### src/rtl/mov_seq_pkg.sv
// Shared encodings for the move-class register-transfer sequencer.
package mov_seq_pkg;

  // Instruction opcodes presented by the decoder.
  typedef enum logic [1:0] {
    OP_MOV  = 2'b00,
    OP_MOVI = 2'b01,
    OP_SWAP = 2'b10,
    OP_RSVD = 2'b11
  } op_e;

  // Sequencer states; X1..X3 are the bus-transfer steps.
  typedef enum logic [2:0] {
    S_IDLE = 3'd0,
    S_X1   = 3'd1,
    S_X2   = 3'd2,
    S_X3   = 3'd3,
    S_FIN  = 3'd4,
    S_ERR  = 3'd5
  } state_e;

  // True when a selector value names an existing register.
  function automatic logic sel_legal(input logic [31:0] sel, input int unsigned n);
    return sel < n;
  endfunction

endpackage

### src/rtl/mov_seq_onehot_dec.sv
// Index-to-one-hot decoder with range flag; oh is all zeros when disabled
// or when the index is past the last register.
module onehot_dec #(
  parameter int N     = 5,
  parameter int SEL_W = 6
) (
  input  logic [SEL_W-1:0] sel,
  input  logic             en,
  output logic [N-1:0]     oh,
  output logic             valid
);

  logic [31:0] sel_ext;

  assign sel_ext = 32'(sel);
  assign valid   = sel_ext < 32'(N);

  // One compare per output bit.
  for (genvar i = 0; i < N; i++) begin : g_bit
    assign oh[i] = en && (sel_ext == 32'(i));
  end

endmodule

### src/rtl/mov_seq.sv
// Move-class sequencer: turns one MOV/MOVI/SWAP instruction into a short
// series of one-hot register load/drive enables on the shared bus.
// All outputs are decoded from the state register and latched fields, so
// nothing on the input side reaches an output within a cycle.
module mov_seq
  import mov_seq_pkg::*;
#(
  parameter int NUM_REGS = 5,
  parameter int SEL_W    = 6
) (
  input  logic                clk,
  input  logic                rst,
  input  logic                start,
  input  logic                donefetch,
  input  logic [1:0]          op,
  input  logic [SEL_W-1:0]    dst_sel,
  input  logic [SEL_W-1:0]    src_sel,
  output logic [NUM_REGS-1:0] reg_in,
  output logic [NUM_REGS-1:0] reg_out_en,
  output logic                imm_out_en,
  output logic                tmp_in,
  output logic                tmp_out_en,
  output logic                busy,
  output logic                done,
  output logic                err
);

  state_e            state_q, state_d;
  op_e               op_q, op_d;
  logic [SEL_W-1:0]  dst_q, dst_d;
  logic [SEL_W-1:0]  src_q, src_d;

  logic              issue;
  logic              issue_bad;

  logic              ld_en, dr_en;
  logic [SEL_W-1:0]  ld_sel, dr_sel;
  logic              ld_valid, dr_valid;
  logic              step_ok;

  // An instruction is accepted only from IDLE, and an abort on the same
  // edge wins.
  assign issue = (state_q == S_IDLE) && start && !donefetch;

  // Screen the incoming instruction; MOVI never reads a source register.
  assign issue_bad = (op_e'(op) == OP_RSVD) ||
                     !sel_legal(32'(dst_sel), NUM_REGS) ||
                     ((op_e'(op) != OP_MOVI) && !sel_legal(32'(src_sel), NUM_REGS));

  // Both decoders are always fed a latched index during X1..X3; a range
  // miss there could only come from corrupted fields, so it is routed to ERR.
  assign step_ok = ld_valid && dr_valid;

  // State register.
  always_ff @(posedge clk or negedge rst) begin
    if (!rst) state_q <= S_IDLE;
    else      state_q <= state_d;
  end

  // Latched instruction fields; cleared by reset.
  always_ff @(posedge clk or negedge rst) begin
    if (!rst) begin
      op_q  <= OP_MOV;
      dst_q <= '0;
      src_q <= '0;
    end else begin
      op_q  <= op_d;
      dst_q <= dst_d;
      src_q <= src_d;
    end
  end

  // Capture the instruction on the accepting edge only.
  always_comb begin
    op_d  = op_q;
    dst_d = dst_q;
    src_d = src_q;
    if (issue) begin
      op_d  = op_e'(op);
      dst_d = dst_sel;
      src_d = src_sel;
    end
  end

  // Next-state: walk the steps for the latched op; abort overrides all.
  always_comb begin
    state_d = state_q;
    unique case (state_q)
      S_IDLE: if (start) state_d = issue_bad ? S_ERR : S_X1;
      S_X1:   if (!step_ok)               state_d = S_ERR;
              else if (op_q == OP_SWAP)   state_d = S_X2;
              else                        state_d = S_FIN;
      S_X2:   state_d = step_ok ? S_X3 : S_ERR;
      S_X3:   state_d = step_ok ? S_FIN : S_ERR;
      S_FIN:  state_d = S_IDLE;
      S_ERR:  state_d = S_IDLE;
      default: state_d = S_IDLE;
    endcase
    if (donefetch) state_d = S_IDLE;
  end

  // Output decode: pick which latched index feeds each decoder per step.
  always_comb begin
    ld_en      = 1'b0;
    ld_sel     = dst_q;
    dr_en      = 1'b0;
    dr_sel     = dst_q;
    imm_out_en = 1'b0;
    tmp_in     = 1'b0;
    tmp_out_en = 1'b0;
    unique case (state_q)
      S_X1: begin
        // MOV: src->dst, MOVI: imm->dst, SWAP: src->tmp
        ld_en      = (op_q != OP_SWAP);
        ld_sel     = dst_q;
        dr_en      = (op_q != OP_MOVI);
        dr_sel     = (op_q == OP_MOVI) ? dst_q : src_q;
        imm_out_en = (op_q == OP_MOVI);
        tmp_in     = (op_q == OP_SWAP);
      end
      S_X2: begin
        // SWAP: dst->src
        ld_en  = 1'b1;
        ld_sel = src_q;
        dr_en  = 1'b1;
        dr_sel = dst_q;
      end
      S_X3: begin
        // SWAP: tmp->dst
        ld_en      = 1'b1;
        ld_sel     = dst_q;
        tmp_out_en = 1'b1;
      end
      default: ;
    endcase
  end

  assign busy = (state_q != S_IDLE);
  assign done = (state_q == S_FIN) || (state_q == S_ERR);
  assign err  = (state_q == S_ERR);

  onehot_dec #(.N(NUM_REGS), .SEL_W(SEL_W)) u_ld_dec (
    .sel   (ld_sel),
    .en    (ld_en),
    .oh    (reg_in),
    .valid (ld_valid)
  );

  onehot_dec #(.N(NUM_REGS), .SEL_W(SEL_W)) u_dr_dec (
    .sel   (dr_sel),
    .en    (dr_en),
    .oh    (reg_out_en),
    .valid (dr_valid)
  );

endmodule
### config.mk
export PLATFORM = sky130hd
export DESIGN_NAME = mov_seq
export DESIGN_NICKNAME = d
export VERILOG_FILES = /design/src/rtl/mov_seq_pkg.sv /design/src/rtl/mov_seq_onehot_dec.sv /design/src/rtl/mov_seq.sv
export SDC_FILE = /design/constraint.sdc
export NUM_CORES = 1
export LEC_CHECK = 0
export CORE_MARGIN = 5
export CORE_UTILIZATION = 47
export DETAILED_ROUTE_END_ITERATION = 6
export PLACE_DENSITY = 0.91
export SLEW_MARGIN = 15
export SYNTH_ARGS = -nofsm -noshare
export SYNTH_HDL_FRONTEND = slang
export SYNTH_SLANG_ARGS = --single-unit
export TNS_END_PERCENT = 5
### constraint.sdc
create_clock -name clk -period 2.7 [get_ports clk]
set_input_delay 0.54 -clock clk [delete_from_list [all_inputs] [get_ports clk]]
set_output_delay 0.54 -clock clk [all_outputs]
set_load 0.01 [all_outputs]
### After elaboration in Yosys (flattened, before gate mapping)

Index checks and enable logic that the tools add are counted.

| cells by class | value |
|---|---|
| reductions and logical operators | 25 |
| $lt $le $gt $ge | 4 |
| shift operators | 0 |
| equal/unequal tests | 20 |
| mux-type cells | 16 |
| multipliers | 0 |
| add/subtract/negate cells | 0 |
| bitwise logic cells | 0 |
| divide/modulo/power cells | 0 |

Operators by type and width:

| kind | number |
|---|---|
| $logic_not 32->1 | 2 |
| $eq 6x2->1 const B | 4 |
| $lt 6x3->1 const B | 4 |
| $mux 3 | 6 |
| $mux 6 | 3 |
| $logic_and 1x1->1 | 14 |
| $eq 6x1->1 const B | 2 |
| $eq 6x3->1 const B | 2 |
| $pmux 3 s4 | 1 |
| $eq 3x2->1 const B | 2 |
| $eq 3x3->1 const B | 2 |
| $eq 2x2->1 const B | 2 |
| $mux 1 | 4 |
| $ne 2x1->1 const B | 2 |
| $pmux 1 s2 | 2 |
| $eq 3x1->1 const B | 1 |
| $logic_not 1->1 | 3 |
| $logic_not 3->1 | 1 |
| $logic_or 1x1->1 | 3 |
| $ne 3x3->1 const B | 1 |
| $reduce_bool 3->1 | 1 |
| $eq 2x1->1 const B | 1 |
| $ne 2x2->1 const B | 1 |
| $reduce_or 2->1 | 1 |

| word-level totals | value |
|---|---|
| input port bits | 18 |
| latch bits | 0 |
| output and inout bits | 16 |
| bits in read-only memories | 0 |
| bits in writable memories | 0 |
| register bits after elaboration | 17 |
| memories kept | 0 |

### Longest topological paths before layout

Gate-level depths: netlist of the first run.

| logic depth | value |
|---|---|
| word-level depth | 8 |
| depth in mapped cells | 6 |
| gate-level depth less buffers | 4 |

### Modules after synthesis

From an unflattened synthesis of the first run, not the netlist that was laid out.

| second synthesis, totals | value |
|---|---|
| cell total of the unflattened synthesis | 100 |
| area total of the unflattened synthesis | 1,147.4 sq um |

By module, submodules not included:

| module | instances | area an instance (sq um) | cells each |
|---|---|---|---|
| mov_seq | 1 | 997.2 | 82 |
| onehot_dec | 2 | 75.1 | 9 |

### Worst setup path before layout of the first run

No wires, ideal clock.

| path | value |
|---|---|
| kind | reg2out |
| start point | register state_q[2] |
| end point | output port reg_in[0] |
| data required time | 2,160 ps |
| path buffers | 2 |
| path slack | 364 ps |
| arrival time | 1,796 ps |
| stages on the path, launching flop included | 7 |
| cell sequence | dfrtp_1 -> buf_2 -> or3b_2 -> clkbuf_1 -> mux2i_1 -> nor3_1 -> a21boi_0 |

| on the way | value |
|---|---|
| longest elaborated chain between the ends | 4 |

Ends and longest elaborated chain:

| item | line | source |
|---|---|---|
| start: declaration | mov_seq.sv:28 | `state_e state_q, state_d;` |
| start signal: assignment | mov_seq.sv:57 | `else state_q <= state_d;` |
| $eq 3x2->1 | mov_seq.sv:111 | `unique case (state_q)` |
| $mux 6 or $reduce_or 2->1 (tied branches) | n/a |  |
| $logic_not 32->1 or $pmux 1 s2 (tied branches) | mov_seq_onehot_dec.sv:20, mov_seq.sv:111 |  |
| $logic_and 1x1->1 (*) | mov_seq_onehot_dec.sv:20 | `assign oh[i] = en && (sel_ext == 32'(i));` |
| end: declaration | mov_seq.sv:18 | `output logic [NUM_REGS-1:0] reg_in,` |

Mark *: on every way between the ends. The rest lies on a longest branch, timed or not.

### Worst setup path after layout of the first run

| path | value |
|---|---|
| start point | register state_q[2] |
| end point | output port reg_out_en[2] |

| on the way | value |
|---|---|
| longest elaborated chain between the ends | 4 |

Ends and longest elaborated chain:

| item | line | source |
|---|---|---|
| $eq 3x1->1 | mov_seq.sv:111 |  |
| $mux 6 | mov_seq.sv:111 |  |
| $eq 6x2->1 | mov_seq_onehot_dec.sv:20 |  |
| $logic_and 1x1->1 (*) | mov_seq_onehot_dec.sv:20 |  |
| end: declaration | mov_seq.sv:19 | `output logic [NUM_REGS-1:0] reg_out_en,` |

Marks and branches as above.

==> results of run 1 <==
## worst register-to-register path, delay by kind of cell (launching register included)
family / cells / cell delay (ns)
simple gates: 2 / 1.10
mux: 1 / 0.41
flops: 1 / 0.42
buf+inv: 1 / 0.17
## sequential cells by signal (all words and copies together) (netlist names)
| register | count |
|---|---|
| state_q | 3 |
| src_q | 6 |
| dst_q | 6 |
| op_q | 2 |
## cell families after synthesis
kind of cell	after synthesis
simple gates	51
compound gates	22
mux	19
flops	17
buf+inv	8
xor+xnor	1
## synth_stat cells (2+ instances only)
cell type,number,share of area [%]
o21ai_0,5,2.2
a211oi_1,2,1.3
nand2b_1,3,1.6
nor2_1,12,3.9
nand4_1,2,1.1
or3b_2,2,1.5
buf_6,2,1.9
o211a_1,2,1.7
buf_2,2,0.86
mux2i_1,4,3.4
nor4_1,2,1.1
mux2_4,10,13
nand2_1,12,3.9
dfrtp_1,17,37
mux2_2,4,3.9
clkbuf_1,2,0.65
a21oi_1,4,1.7
nor2b_1,5,2.7
a21boi_0,3,1.9
nor3_1,6,2.6
## final timing paths
check,endpoint,depth (start not counted)
max in group asynchronous,dst_q[0]$_DFFE_PN0P_,1
hold reg to reg,op_q[0]$_DFFE_PN0P_,1
min in group asynchronous,src_q[5]$_DFFE_PN0P_,1
setup reg to reg,src_q[4]$_DFFE_PN0P_,4
hold / removal,op_q[0]$_DFFE_PN0P_,1
setup / recovery,reg_out_en[2],7
## timing repair
| action | 4_1_cts | 5_1_grt |
|---|---|---|
| pin swaps | 0 | 1 |
| gates resized for setup | 10 | 23 |
| gates cloned | 0 | 0 |
| setup buffers | 0 | 3 |
| setup endpoints to repair | 10 | 6 |
## layout make-up
cell class / instances / area share [%]
multi-input cells: 93 / 44.2
clock inverters: 1 / 0.318
well taps: 30 / 2.39
inverters: 1 / 0.239
repair buffers: 45 / 24.4
clock buffers: 3 / 1.43
flip-flops and latches: 17 / 27.0
## stage by stage
| stage | power [mW] | util, % | std cells | hold WS (ns) |
|---|---|---|---|---|
| global route | 1.14 | 65.3 | 190 | 0.594 |
| finish | 1.08 | 65.3 | 190 | 0.574 |
| CTS | 1.04 | 64.4 | 187 | 0.560 |
| detailed placement | 0.901 | 63.8 | 183 | 0.528 |
| global placement | 0.870 | 63.8 | 183 | 0.521 |
| floorplan | 0.744 | - | 118 | 0.244 |
## metal layers
metal	global-route usage, %	vias to the layer above	wire length (µm)
met2	30.4	48	1560
met4	4.43	0	40
met5	0	-	0
li1	-	512	-
met1	21.6	526	1230
met3	3.89	6	237
## power groups by stage
stage / Clock [mW] / Combinational, mW / Sequential, mW
after floorplan: 0 / 0.332 / 0.412
after global placement: 0 / 0.439 / 0.431
after detailed placement: 0 / 0.459 / 0.442
after CTS: 0.139 / 0.460 / 0.437
after global routing: 0.155 / 0.529 / 0.460
final: 0.137 / 0.490 / 0.453
==> metrics.csv, run 1 <==
metric;value;unit
die area;3560;µm²
Final Wtd Congestion;0.793;
post-layout min period;2.66;ns
most used cell, CP;buf_4;
global-route wire length before repair;4800;µm
cell area after synthesis;1160;µm²
Pwr per Cell Area;687;nW/µm²
Psw;0.404;mW
post-synthesis mux area share;21.2;%
cts hold-fix bufs;0;
Critical R2R Launch;state_q[1]$_DFFE_PN0P_;
Slowest-stage cell, CP;or3b_2;
Detail Route Antenna Nets;0;
Post-Synthesis Cells;118;
Post-DP HPWL;2420;µm
Worst EP required;2.16;ns
share of layout cells above drive strength 1;28.7;%
fmax;377;MHz
final hold violations;0;
ys async rst share;100;%
P_leak;0.747;nW
status;complete, no violations;
GRT Total Usage;17.4;%
core box area;2410;µm²
Most used DFF post-synth;dfrtp_1;
setup tns final;0;ns
internal power;0.675;mW
Reg clk slew, reported paths;0.11;ns
Setup Crit Path Kind;reg -> out;
Root Buffer;clkbuf_4;
Hold Path Class;reg -> reg;
Final setup viols;0;
CP endpoint kind;primary output;
critical path buffer and inverter count;3;
pre-CTS worst setup slack;0.103;ns
yosys warns;0;
placed inst area;1540;µm²
DIE HEIGHT;59.7;µm
final standard cell area without fillers;1570;µm²
Synth Register Bits;17;
FF/Latch Area;425;µm²
post-synthesis simple-gate area fraction;23.0;%
Port Buffer Count;33;
Synth-to-Final Area Change;35.5;%
EDFF count, synth;0;
CP arrival;2.12;ns
Max-slew headroom;50.1;%
CTS tree;yes;
crit-path cells;buf_4 > or3b_2 > nand2b_4 > buf_4 > mux2i_1 > nor2_1 > dlygate4sd2_1;
main combinational cell family by area after synthesis;simple AND/OR/NAND/NOR gates;
CTS Buf Count;3;
Worst-Skew Late Latency;0.29;ns
Yosys cell types;37;
Row Count;18;
final wirelength;3070;µm
# Max-Cap Violations;0;
fill cell count;210;
most common cell after layout, fill and taps aside;clkdlybuf4s50_1;
Final period util;98.3;%
crit-path leading delay family;simple AND/OR/NAND/NOR gates;
antenna cells;0;
Starting Density;48.2;%
power share of the clock group;12.7;%
most frequent cells in the layout;22 x clkdlybuf4s50_1, 17 x dfrtp_1, 12 x nand2_1, 12 x buf_4, 11 x nor2_1;
XOR/XNOR Fraction of Synth Area;0.754;%
hold wc startpoint;op_q[0]$_DFFE_PN0P_;
CP max stage delay;0.45;ns
Seq pwr share;41.9;%
Post-Syn Area per Cell;9.84;µm²
switching part of the total;37.5;%
CTS Buffer Depth;2;
Worst VDD drop;547;µV
largest net degree at the start of global routing;18;
vias in the first global route;1080;
vias per cell;5.75;
die outline width;59.7;µm
Compound-Gate Fraction of Synth Area;12.9;%
fin. max-slew vios;0;
Detailed Routing Iterations Pass 1;4;
Clock Skews;0.00783;ns
H-tree levels;1;
beginning of the critical path;state_q[2]$_DFFE_PN0P_;
total gr overflow;0;
Crit Path Max Fanout;4;
syn_nets;136;
adder-cell share of the synthesized area;0;%
FF-to-FF setup slack;0.48;ns
Seq/Total Area, Yosys;36.6;%
Vias;1092;
initial antenna violation count;0;
Setup crit start kind;flop;
crit path setup slack, layout;0.0447;ns
area of the multi-input gates;694;µm²
WL/cell;16.1;µm
layout net count;179;
Worst-Margin Slew;0.746;ns
DRC viols;0;
Logic pwr share;45.4;%
DR iter-0 viols;28;
Sink Count;17;
# IOs;34;
(Power assumes the default switching activity.)
==> run 2, diff against run 1 <==
--- a/config.mk
+++ b/config.mk
@@ -6,11 +6,12 @@
 export NUM_CORES = 1
 export LEC_CHECK = 0
 export CORE_MARGIN = 5
-export CORE_UTILIZATION = 47
+export CORE_UTILIZATION = 46
 export DETAILED_ROUTE_END_ITERATION = 6
-export PLACE_DENSITY = 0.91
+export PLACE_DENSITY = 0.9
 export SLEW_MARGIN = 15
 export SYNTH_ARGS = -nofsm -noshare
 export SYNTH_HDL_FRONTEND = slang
+export SYNTH_HIERARCHICAL = 1
 export SYNTH_SLANG_ARGS = --single-unit
 export TNS_END_PERCENT = 5
==> run 2 against run 1 <==
  * The flow now finishes with violations (setup timing)
  * Combinational power shrank 6.7%
  * Utilization grew 3.8 points
  * First-iteration DRC count shrank 39%
  * Synthesized cell count shrank 15%
  * Sequential power shrank 17%
  * Final cell count shrank 6.8%
  * Clock power is essentially flat
  * Hold slack lost 0.025 ns
  * Via count shrank 5.6%
  * Critical path depth shrank 1
  * Critical endpoint is now reg_in[2]
==> metrics.csv, run 2 <==
metric;value;unit
critical path buffer and inverter count;2;
Met3 Wirelength;143;µm
Worst-Skew Late Latency;0.28;ns
CTS Buf Count;3;
Detail Route Antenna Nets;0;
die outline width;59.9;µm
Max-slew headroom;48.2;%
metal2 WL;1500;µm
WL/cell;17.1;µm
setup tns final;-2.19;ns
Post-Synthesis Cells;100;
initial antenna violation count;0;
Yosys cell types;28;
antenna cells;0;
# Max-Cap Violations;0;
status;complete, but fails checks;
DRC viols;0;
die area;3590;µm²
core box area;2430;µm²
largest net degree at the start of global routing;18;
Final Wtd Congestion;0.877;
GRT Total Usage;18.1;%
global-route wire length before repair;4940;µm
fin. max-slew vios;0;
Seq/Total Area, Yosys;37.1;%
highest routed layer;met4;
final hold violations;0;
CP endpoint kind;primary output;
share of layout cells above drive strength 1;50.3;%
top cell type's share of synthesized area;37.1;%
P_leak;0.723;nW
final wirelength;3030;µm
Setup Crit Path Kind;reg -> out;
area of the multi-input gates;806;µm²
Reg clk slew, reported paths;0.10;ns
post-layout min period;2.96;ns
most frequent cells in the layout;23 x clkdlybuf4s50_1, 15 x dfrtp_1, 13 x mux2_4, 13 x mux2_2, 12 x buf_4;
pre-CTS worst setup slack;-0.463;ns
yosys warns;6;
# IOs;34;
crit-path leading delay family;simple AND/OR/NAND/NOR gates;
Slowest-stage cell, CP;or4b_4;
Pwr per Cell Area;576;nW/µm²
CTS Buffer Depth;2;
Clock Skews;0.00269;ns
H-tree levels;1;
final hold slack;0.549;ns
DR iter-0 viols;17;
FF/Latch Area;428;µm²
Row Count;18;
fill cell count;195;
Final setup viols;10;
wl on met1;1260;µm
crit-path cells;nor3b_4 > buf_6 > mux2_4 > or4b_4 > nor4b_2 > buf_2;
CP arrival;2.42;ns
Setup crit start kind;flop;
Port Buffer Count;33;
EDFF count, synth;0;
fmax;338;MHz
Sink Count;17;
Post-Syn Area per Cell;11.5;µm²
Vias;1031;
CTS tree;yes;
Worst VDD drop;318;µV
synth cell count leaders;17 x dfrtp_1, 17 x mux2_2, 9 x mux2_4;
CP max stage delay;0.61;ns
layout net count;166;
Worst EP required;2.16;ns
Root Buffer;clkbuf_4;
crit path setup slack, layout;-0.259;ns
Worst-Margin Slew;0.777;ns
Synth Register Bits;17;
cell area after synthesis;1150;µm²
Starting Density;47.2;%
Crit Path Max Fanout;5;
Post-DP HPWL;2160;µm
Final period util;110;%
syn_nets;118;
vias per cell;5.82;
total gr overflow;0;
Area contributors post-synth;dfrtp_1 37%, mux2_2 17%, mux2_4 12%;
Most used DFF post-synth;dfrtp_1;
vias in the first global route;1058;
Hold Path Class;reg -> reg;
largest area contributor in the netlist;dfrtp_1;
setup repair after global routing missed its margin;true;
ys async rst share;100;%
failing checks;setup timing;
Synth-to-Final Area Change;46.3;%
Detailed Routing Iterations Pass 1;4;
largest registers;dst_q (6), src_q (6), state_q (3);
most common cell after layout, fill and taps aside;clkdlybuf4s50_1;
DIE HEIGHT;59.9;µm
[run 2: cell count changes after synthesis, sizes merged, moves of 3 or more]
cell and change:
nor2b -4, mux2 +11, buf -3, a21boi -3, mux2i -4, nor4b +8, nand2 -6, nor2 -6
[run 2: cell type report]
| type | instances | area share (%) |
|---|---|---|
| clock buffer | 4 | 1.56 |
| multi-input combinational | 80 | 48.0 |
| timing repair buffer | 46 | 22.7 |
| sequential | 17 | 25.5 |
| tap | 30 | 2.24 |
[run 2: metal layers]
layer  track usage, %  up-vias
li1                 -      479
met3             1.73       10
met5                0        -
met1             23.4      501
met4             10.8        0
met2             29.2       41
[run 2: where the power goes]
| group | internal (mW) | switching, mW | leakage [nW] |
|---|---|---|---|
| sequential | 0.317 | 0.0582 | 0.202 |
| combinational | 0.253 | 0.203 | 0.506 |
| clock | 0.0574 | 0.0769 | 0.0150 |
| total | 0.628 | 0.338 | 0.723 |
[run 2: kinds of logic (layout without fill, tap and decap cells)]
logic type / Yosys count / after routing / synth area share, %
AND/OR/NAND/NOR: 43 / 43 / 26.1
multiplexers: 26 / 26 / 28.5
flip-flops: 17 / 17 / 37.1
AO/OA/AOI/OAI: 11 / 11 / 5.34
buffers and inverters: 3 / 50 / 3.05
[run 2: final timing paths]
path	slack, ns	depth (start not counted)	from	endpoint
hold reg to reg	0.55	1	src_q[4]$_DFFE_PN0P_	src_q[4]$_DFFE_PN0P_
min in group asynchronous	0.69	1	rst	state_q[0]$_DFFE_PN0P_
max in group asynchronous	1.50	1	rst	state_q[2]$_DFFE_PN0P_
hold / removal	0.55	1	src_q[4]$_DFFE_PN0P_	src_q[4]$_DFFE_PN0P_
setup reg to reg	0.25	12	state_q[2]$_DFFE_PN0P_	state_q[2]$_DFFE_PN0P_
setup / recovery	-0.26	6	state_q[2]$_DFFE_PN0P_	reg_in[2]
[run 2: through the flow]
stage	cell area (µm²)	util [%]	total power [mW]	std cells
2_1_floorplan	1180	-	0.634	100
3_3_place_gp	1590	65.5	0.748	170
3_5_place_dp	1590	65.5	0.771	170
4_1_cts	1630	67.0	0.932	177
5_1_grt	1680	69.0	1.02	177
6_report	1680	69.0	0.966	177
[run 2: what timing repair did]
| item | CTS | global route |
|---|---|---|
| endpoints found under the hold margin | 0 | 0 |
| setup endpoints to repair | 10 | 11 |
| pin swaps | 8 | 2 |
| resized for setup | 51 | 9 |
| setup buffers | 3 | 0 |
| hold buffers | 0 | 0 |
